$ cat src/rtl/mem_access_ctrl.sv
// Data-memory access sequencer for the EX/MEM stage: issues a req/ack access,
// freezes the pipeline while it is outstanding, and returns load data / timeout status.
module mem_access_ctrl #(
  parameter int ADDR_W  = 32,
  parameter int DATA_W  = 32,
  parameter int TIMEOUT = 16
) (
  input  logic              clk_i,
  input  logic              rst_i,
  input  logic              mem_read_i,
  input  logic              mem_write_i,
  input  logic [ADDR_W-1:0] addr_i,
  input  logic [DATA_W-1:0] wdata_i,
  output logic              stall_o,
  output logic [DATA_W-1:0] rdata_o,
  output logic              err_o,
  output logic              mem_req_o,
  output logic              mem_we_o,
  output logic [ADDR_W-1:0] mem_addr_o,
  output logic [DATA_W-1:0] mem_wdata_o,
  input  logic              mem_ack_i,
  input  logic [DATA_W-1:0] mem_rdata_i,
  output logic [31:0]       stall_cnt_o
);

  localparam int CNT_W = (TIMEOUT < 1) ? 1 : $clog2(TIMEOUT + 1);
  localparam logic [CNT_W-1:0] CNT_LAST = (TIMEOUT == 0) ? '0 : CNT_W'(TIMEOUT - 1);

  localparam logic [1:0] IDLE = 2'd0;
  localparam logic [1:0] REQ  = 2'd1;
  localparam logic [1:0] DONE = 2'd2;

  logic [1:0]       state;
  logic [CNT_W-1:0] cnt;
  logic             err_flag;
  logic             acc;

  assign acc = mem_read_i | mem_write_i;

  // Gated by reset so the freeze releases immediately, not at the next edge.
  assign stall_o = rst_i & (((state == IDLE) & acc) | (state == REQ));
  assign err_o   = (state == DONE) & err_flag;

  always_ff @(posedge clk_i or negedge rst_i) begin
    if (!rst_i) begin
      state       <= IDLE;
      cnt         <= '0;
      err_flag    <= 1'b0;
      mem_req_o   <= 1'b0;
      mem_we_o    <= 1'b0;
      mem_addr_o  <= '0;
      mem_wdata_o <= '0;
      rdata_o     <= '0;
    end else begin
      case (state)
        IDLE: begin
          if (acc) begin
            state       <= REQ;
            mem_req_o   <= 1'b1;
            mem_we_o    <= mem_write_i;
            mem_addr_o  <= addr_i;
            mem_wdata_o <= wdata_i;
            cnt         <= '0;
            err_flag    <= 1'b0;
          end
        end
        REQ: begin
          if (mem_ack_i) begin
            state     <= DONE;
            mem_req_o <= 1'b0;
            if (!mem_we_o) rdata_o <= mem_rdata_i;
          end else if ((TIMEOUT != 0) && (cnt == CNT_LAST)) begin
            // Abort: the load result is forced to zero and flagged for one cycle.
            state     <= DONE;
            mem_req_o <= 1'b0;
            rdata_o   <= '0;
            err_flag  <= 1'b1;
          end else begin
            cnt <= cnt + 1'b1;
          end
        end
        DONE: begin
          state    <= IDLE;
          err_flag <= 1'b0;
        end
        default: state <= IDLE;
      endcase
    end
  end

  always_ff @(posedge clk_i or negedge rst_i) begin
    if (!rst_i)
      stall_cnt_o <= '0;
    else if (stall_o && (stall_cnt_o != '1))
      stall_cnt_o <= stall_cnt_o + 32'd1;
  end

endmodule

$ cat config.mk
export PLATFORM = sky130hd
export DESIGN_NAME = mem_access_ctrl
export DESIGN_NICKNAME = d
export VERILOG_FILES = /design/src/rtl/mem_access_ctrl.sv
export SDC_FILE = /design/constraint.sdc
export NUM_CORES = 1
export LEC_CHECK = 0
export CAP_MARGIN = 20
export CORE_UTILIZATION = 30
export DETAILED_ROUTE_END_ITERATION = 8
export PLACE_DENSITY_LB_ADDON = 0.25
export SYNTH_ARGS = -nofsm -noshare
export SYNTH_HDL_FRONTEND = slang
export SYNTH_SLANG_ARGS = --single-unit
$ cat constraint.sdc
create_clock -name clk_i -period 5.3 [get_ports clk_i]
set_input_delay 0.53 -clock clk_i [delete_from_list [all_inputs] [get_ports clk_i]]
set_output_delay 0.53 -clock clk_i [all_outputs]
set_load 0.03 [all_outputs]
# Word-level counts from Yosys, hierarchy flattened
# Cells that the tools add are included.
[classes] addsub=2 eq_ne=10 mux=19 n_bitwise=5 reduce_logical=11
[op_table] operator="2-to-1 mux 32 bit" count=3
[op_table] operator="adder 32 x 1 -> 32 bit (second input constant)" count=1
[op_table] operator="!= test 32 bit (second input constant)" count=1
[op_table] operator="2-to-1 mux 5 bit" count=3
[op_table] operator="case mux 5 bit (2 select lines)" count=1
[op_table] operator="!= test 2 bit (second input constant)" count=4
[op_table] operator="AND reduction 4 bit" count=2
[op_table] operator="2-to-1 mux 1 bit" count=6
[op_table] operator="2-to-1 mux 2 bit" count=3
[op_table] operator="AND reduction 3 bit" count=2
[op_table] operator="adder 5 x 1 -> 5 bit (second input constant)" count=1
[op_table] operator="equality test 5 x 4 -> 1 bit (second input constant)" count=1
[op_table] operator="case mux 2 bit (2 select lines)" count=1
[op_table] operator="AND reduction 2 bit" count=2
[op_table] operator="nonzero test 2 bit" count=2
[op_table] operator="bitwise AND 1 bit" count=3
[op_table] operator="!= test 3 x 2 -> 1 bit (second input constant)" count=1
[op_table] operator="case mux 1 bit (3 select lines)" count=1
[op_table] operator="nonzero test 3 bit" count=1
[op_table] operator="equality test 2 x 1 -> 1 bit (second input constant)" count=1
[op_table] operator="equality test 2 bit (second input constant)" count=1
[op_table] operator="logical NOT 2 bit" count=1
[op_table] operator="!= test 2 x 1 -> 1 bit (second input constant)" count=1
[op_table] operator="OR 1 bit" count=2
[op_table] operator="2 further kinds" count=2
[totals] register_bits=138 input_bits=101 out_inout_bits=132 word_cells=56

# Logic depth before layout (Yosys ltp)
[depth] word_depth=5 ltp_mapped=9 ltp_nobuf=8

# Least setup slack after synthesis
# No wires, ideal clock.
[synth_timing] path_type="reg-to-reg" startpoint="reg stall_cnt_o[16]" endpoint="reg stall_cnt_o[21]" setup_ps=139 t_arrival_ps=2006 slack_ps=3155 path_stages_with_launch=8 synth_period_minus_slack_ps=2145 cell_sequence="dfrtp_1 > nand4_2 > or4_1 > buf_2 > o31ai_2 > buf_6 > nor4_1 > xor2_1"
[synth_between] elab_chain_len=2 word_cells_on_any_way=3 classes_between="1 x add/sub; 1 x eq/ne; 1 x reduce/logical"
[synth_rtl] element="start: declaration" line="23" source="output logic [31:0] stall_cnt_o"
[synth_rtl] element="start signal: assignment" line="95" source="stall_cnt_o <= stall_cnt_o + 32'd1;"
[synth_rtl] element="branches (longest 2 deep; another with adder 32 x 1 -> 32 bit)"
# Parallel ways; which one is timed is not known.
# A chain may end at the register's enable or synchronous reset.

# Worst setup path after layout
[layout_timing] startpoint="in mem_write_i" endpoint="out stall_o"
[layout_between] elab_chain_len=4
[layout_rtl] element="start: declaration" line="11" source="input logic mem_write_i,"
[layout_rtl] element="OR 1 bit" line="38" source="assign acc = mem_read_i | mem_write_i;"
[layout_rtl] element="bitwise AND 1 bit" line="41" source="assign stall_o = rst_i & (((state == IDLE) & acc) | (state == REQ));"
[layout_rtl] element="OR 1 bit" line="41"
[layout_rtl] element="bitwise AND 1 bit" line="41"
[layout_rtl] element="end: declaration" line="14" source="output logic stall_o,"
# Every way passes these cells.

==> flow_summary.json <==
{
  "synth_area_per_cell_um2": 11.9,
  "grt_overflow": 0,
  "ant_nets": 0,
  "fin_skew_ns": 0.00932,
  "layout_commonest_cell": "clkdlybuf4s50_1",
  "syn-instance-count": 472,
  "placement.io_buffers": 232,
  "nets": 811,
  "setup_viol": 0,
  "die_h_um": 139,
  "maxSlewViolCount": 0,
  "setup.worst_path.class": "primary input to output pin",
  "cts_buffers": 17,
  "clock_latency_ns": 0.42,
  "synth_top_cell_by_area": "dfrtp_1",
  "dieArea_um2": 19300,
  "rows": 49,
  "area_growth_pct": 56.1,
  "failed_checks": "design-rule violations",
  "power_mw": 5.31,
  "fin_crit_sh": 0.538,
  "r2r_end": "stall_cnt_o[23]$_DFFE_PN0P_",
  "reg2reg_slack_ns": 2.74,
  "synth-seq-cells": 138,
  "die_width_um": 139,
  "grt_pass1_wl_mm": 23.3,
  "slew-limit-headroom": 0.353,
  "clk_pin_slew_ns": 0.06,
  "cp-start-kind": "primary input",
  "place_congestion": 0.805,
  "first_global_vias": 4406,
  "postCtsSetupBuffers": 0,
  "drv_cap": 0,
  "n_antenna_cell": 0,
  "synth_top_family_by_area": "multiplexers",
  "vias_per_cell": 4.63,
  "worstRegToRegCells": 5,
  "yosys.area_share.simple": 0.128,
  "synthMuxAreaShare": 0.128,
  "irDropWorstVdd_v": 0.000343,
  "multi_input_area_um2": 2050,
  "drt-total-wl_mm": 14.3,
  "clock.fmax_mhz": 351,
  "finalHoldViolations": 0,
  "dr.pass1.iters": 8,
  "cp.required_ns": 4.77,
  "synth_edf_count": 0,
  "clock-root-buffer": "clkbuf_16",
  "cp_max_fo": 4,
  "fillers": 1645,
  "rsz0062_at_grt": "no",
  "min_period_ns": 2.85,
  "grt_max_degree": 83,
  "endpoint_kind": "output pin",
  "ys_warn_count": 0,
  "hpwlAfterDp_mm": 9.91,
  "post_drt_wl_per_cell_um": 15.0,
  "holdBufCountCts": 0,
  "start_util": 0.310,
  "synthDistinctLibCells": 36,
  "cts_max_level": 4,
  "synth_compound_area_frac": 0.0521,
  "drc": 17,
  "drtIter0Drc": 166,
  "outcome": "finished with violations",
  "synthTopCellsByArea": "dfrtp_1 61%, mux2_2 13%, nand2_1 5.3%",
  "regArea_um2": 3450,
  "ys_seq_area_frac": 0.614,
  "synth-adder-area-share": 0.00668,
  "r2r_start": "stall_cnt_o[16]$_DFFE_PN0P_",
  "hold_class": "primary input to async pin",
  "powerDensity_nw_per_um2": 605,
  "netlist.area_leader.share": 0.614,
  "worstMarginPinSlew_ns": 0.967,
  "cts_tree": "built",
  "synth_top_flop_cell": "dfrtp_1",
  "arrival_ns": 2.32,
  "tns_ns": 0,
  "antenna_found_initial": 0,
  "final_layout_size_suffix_gt1_frac": 0.149,
  "cp-startpoint": "mem_write_i",
  "cts.path.max_buffers": 2,
  "cp-endpoint": "stall_o",
  "clock-sinks": 138,
  "post_cts_resized": 0,
  "vias": 4396,
  "core_um2": 18100,
  "synth_area_um2": 5620,
  "leakage_nw": 3.69,
  "io_pins": 233,
  "syn_nets": 576,
  "synth_xor_xnor_area_share": 0.0499,
  "layout_common_cells": "231 x clkdlybuf4s50_1, 138 x dfrtp_1, 79 x nand2_1, 64 x mux2_2, 38 x o21ai_0",
  "grt_usage": 0.153,
  "synthArstFlopShare": 1.00
}
-- how the worst min path moves through the flow --
| stage | start | end | slack, ns | cells after the start |
|---|---|---|---|---|
| after global routing | rst_i | stall_cnt_o[10]$_DFFE_PN0P_ | 0.11 | 1 |
| after floorplan | rst_i | cnt[0]$_DFFE_PN0P_ | 0.23 | 0 |
| after CTS | rst_i | stall_cnt_o[9]$_DFFE_PN0P_ | 0.09 | 1 |
| after detailed placement | rdata_o[3]$_DFFE_PN0P_ | rdata_o[3]$_DFFE_PN0P_ | 0.47 | 2 |
| final | rst_i | stall_cnt_o[11]$_DFFE_PN0P_ | 0.08 | 1 |
| after global placement | rdata_o[31]$_DFFE_PN0P_ | rdata_o[31]$_DFFE_PN0P_ | 0.46 | 2 |
-- sequential cells by signal (all words and copies together), names as in the netlist --
register and count:
mem_we_o 1, rdata_o 32, mem_addr_o 32, cnt 5, mem_wdata_o 32, err_flag 1, state 2, stall_cnt_o 32
mem_req_o 1
-- metal layers --
| metal | wire length [um] | vias up | GRT usage |
|---|---|---|---|
| met5 | 0 | - | 0 |
| met4 | 298 | 0 | 0.0690 |
| met3 | 1100 | 19 | 0.0473 |
| met2 | 6610 | 168 | 0.239 |
| met1 | 6270 | 2112 | 0.194 |
| li1 | - | 2097 | - |
-- critical path: stages --
cell	delay (ns)
clkdlybuf4s50_1	0.47
nor3_1	0.45
nor2_1	0.22
clkdlybuf4s50_1	0.65
-- synth_stat cells (2+ instances only) --
master and count:
and3_1 3, o21ai_0 38, ha_1 3, a22o_1 2, nor3_1 8, inv_1 8
dfrtp_1 138, nand2_1 80, xor2_1 16, nand3_1 12, buf_2 4, xnor2_1 16
o2111ai_1 4, nand2b_1 4, nor2_1 22, mux2_2 64, clkbuf_1 14, nor4_1 5
or2_2 2, nand4_1 12, and4_1 2
-- stage by stage --
step                area (um^2)  instances  worst slack, ns  hold WS, ns   util
floorplan                  5620        472             3.16        0.234      -
CTS                        8750        948             2.44       0.0854  0.482
global placement           8170        916             2.46        0.463  0.450
global route               8770        949             2.38        0.111  0.483
finish                     8770        949             2.45       0.0756  0.483
detailed placement         8170        916             2.39        0.471  0.450
-- final cells by class --
cell class | count | area share
well taps | 229 | 0.0327
multi-input cells | 306 | 0.234
inverters | 8 | 0.00342
repair buffers | 236 | 0.271
flip-flops and latches | 138 | 0.394
clock inverters | 9 | 0.0101
clock buffers | 23 | 0.0556
-- logic make-up (layout without fill, tap and decap cells) --
family                     after synthesis  in the layout
adders and majority gates                3              3
AOI/OAI and AO/OA                       50             50
and+or+nand+nor                        157            157
muxes                                   64             64
buffers and inverters                   28            276
DFF                                    138            138
xor gates and xnor gates                32             32
-- power by group --
group / switching [mW] / internal [mW] / total (mW)
Combinational: 1.34 / 1.09 / 2.44
Clock: 0.454 / 0.697 / 1.15
Sequential: 0.248 / 1.47 / 1.72
Power figures use the tool's default switching activity.
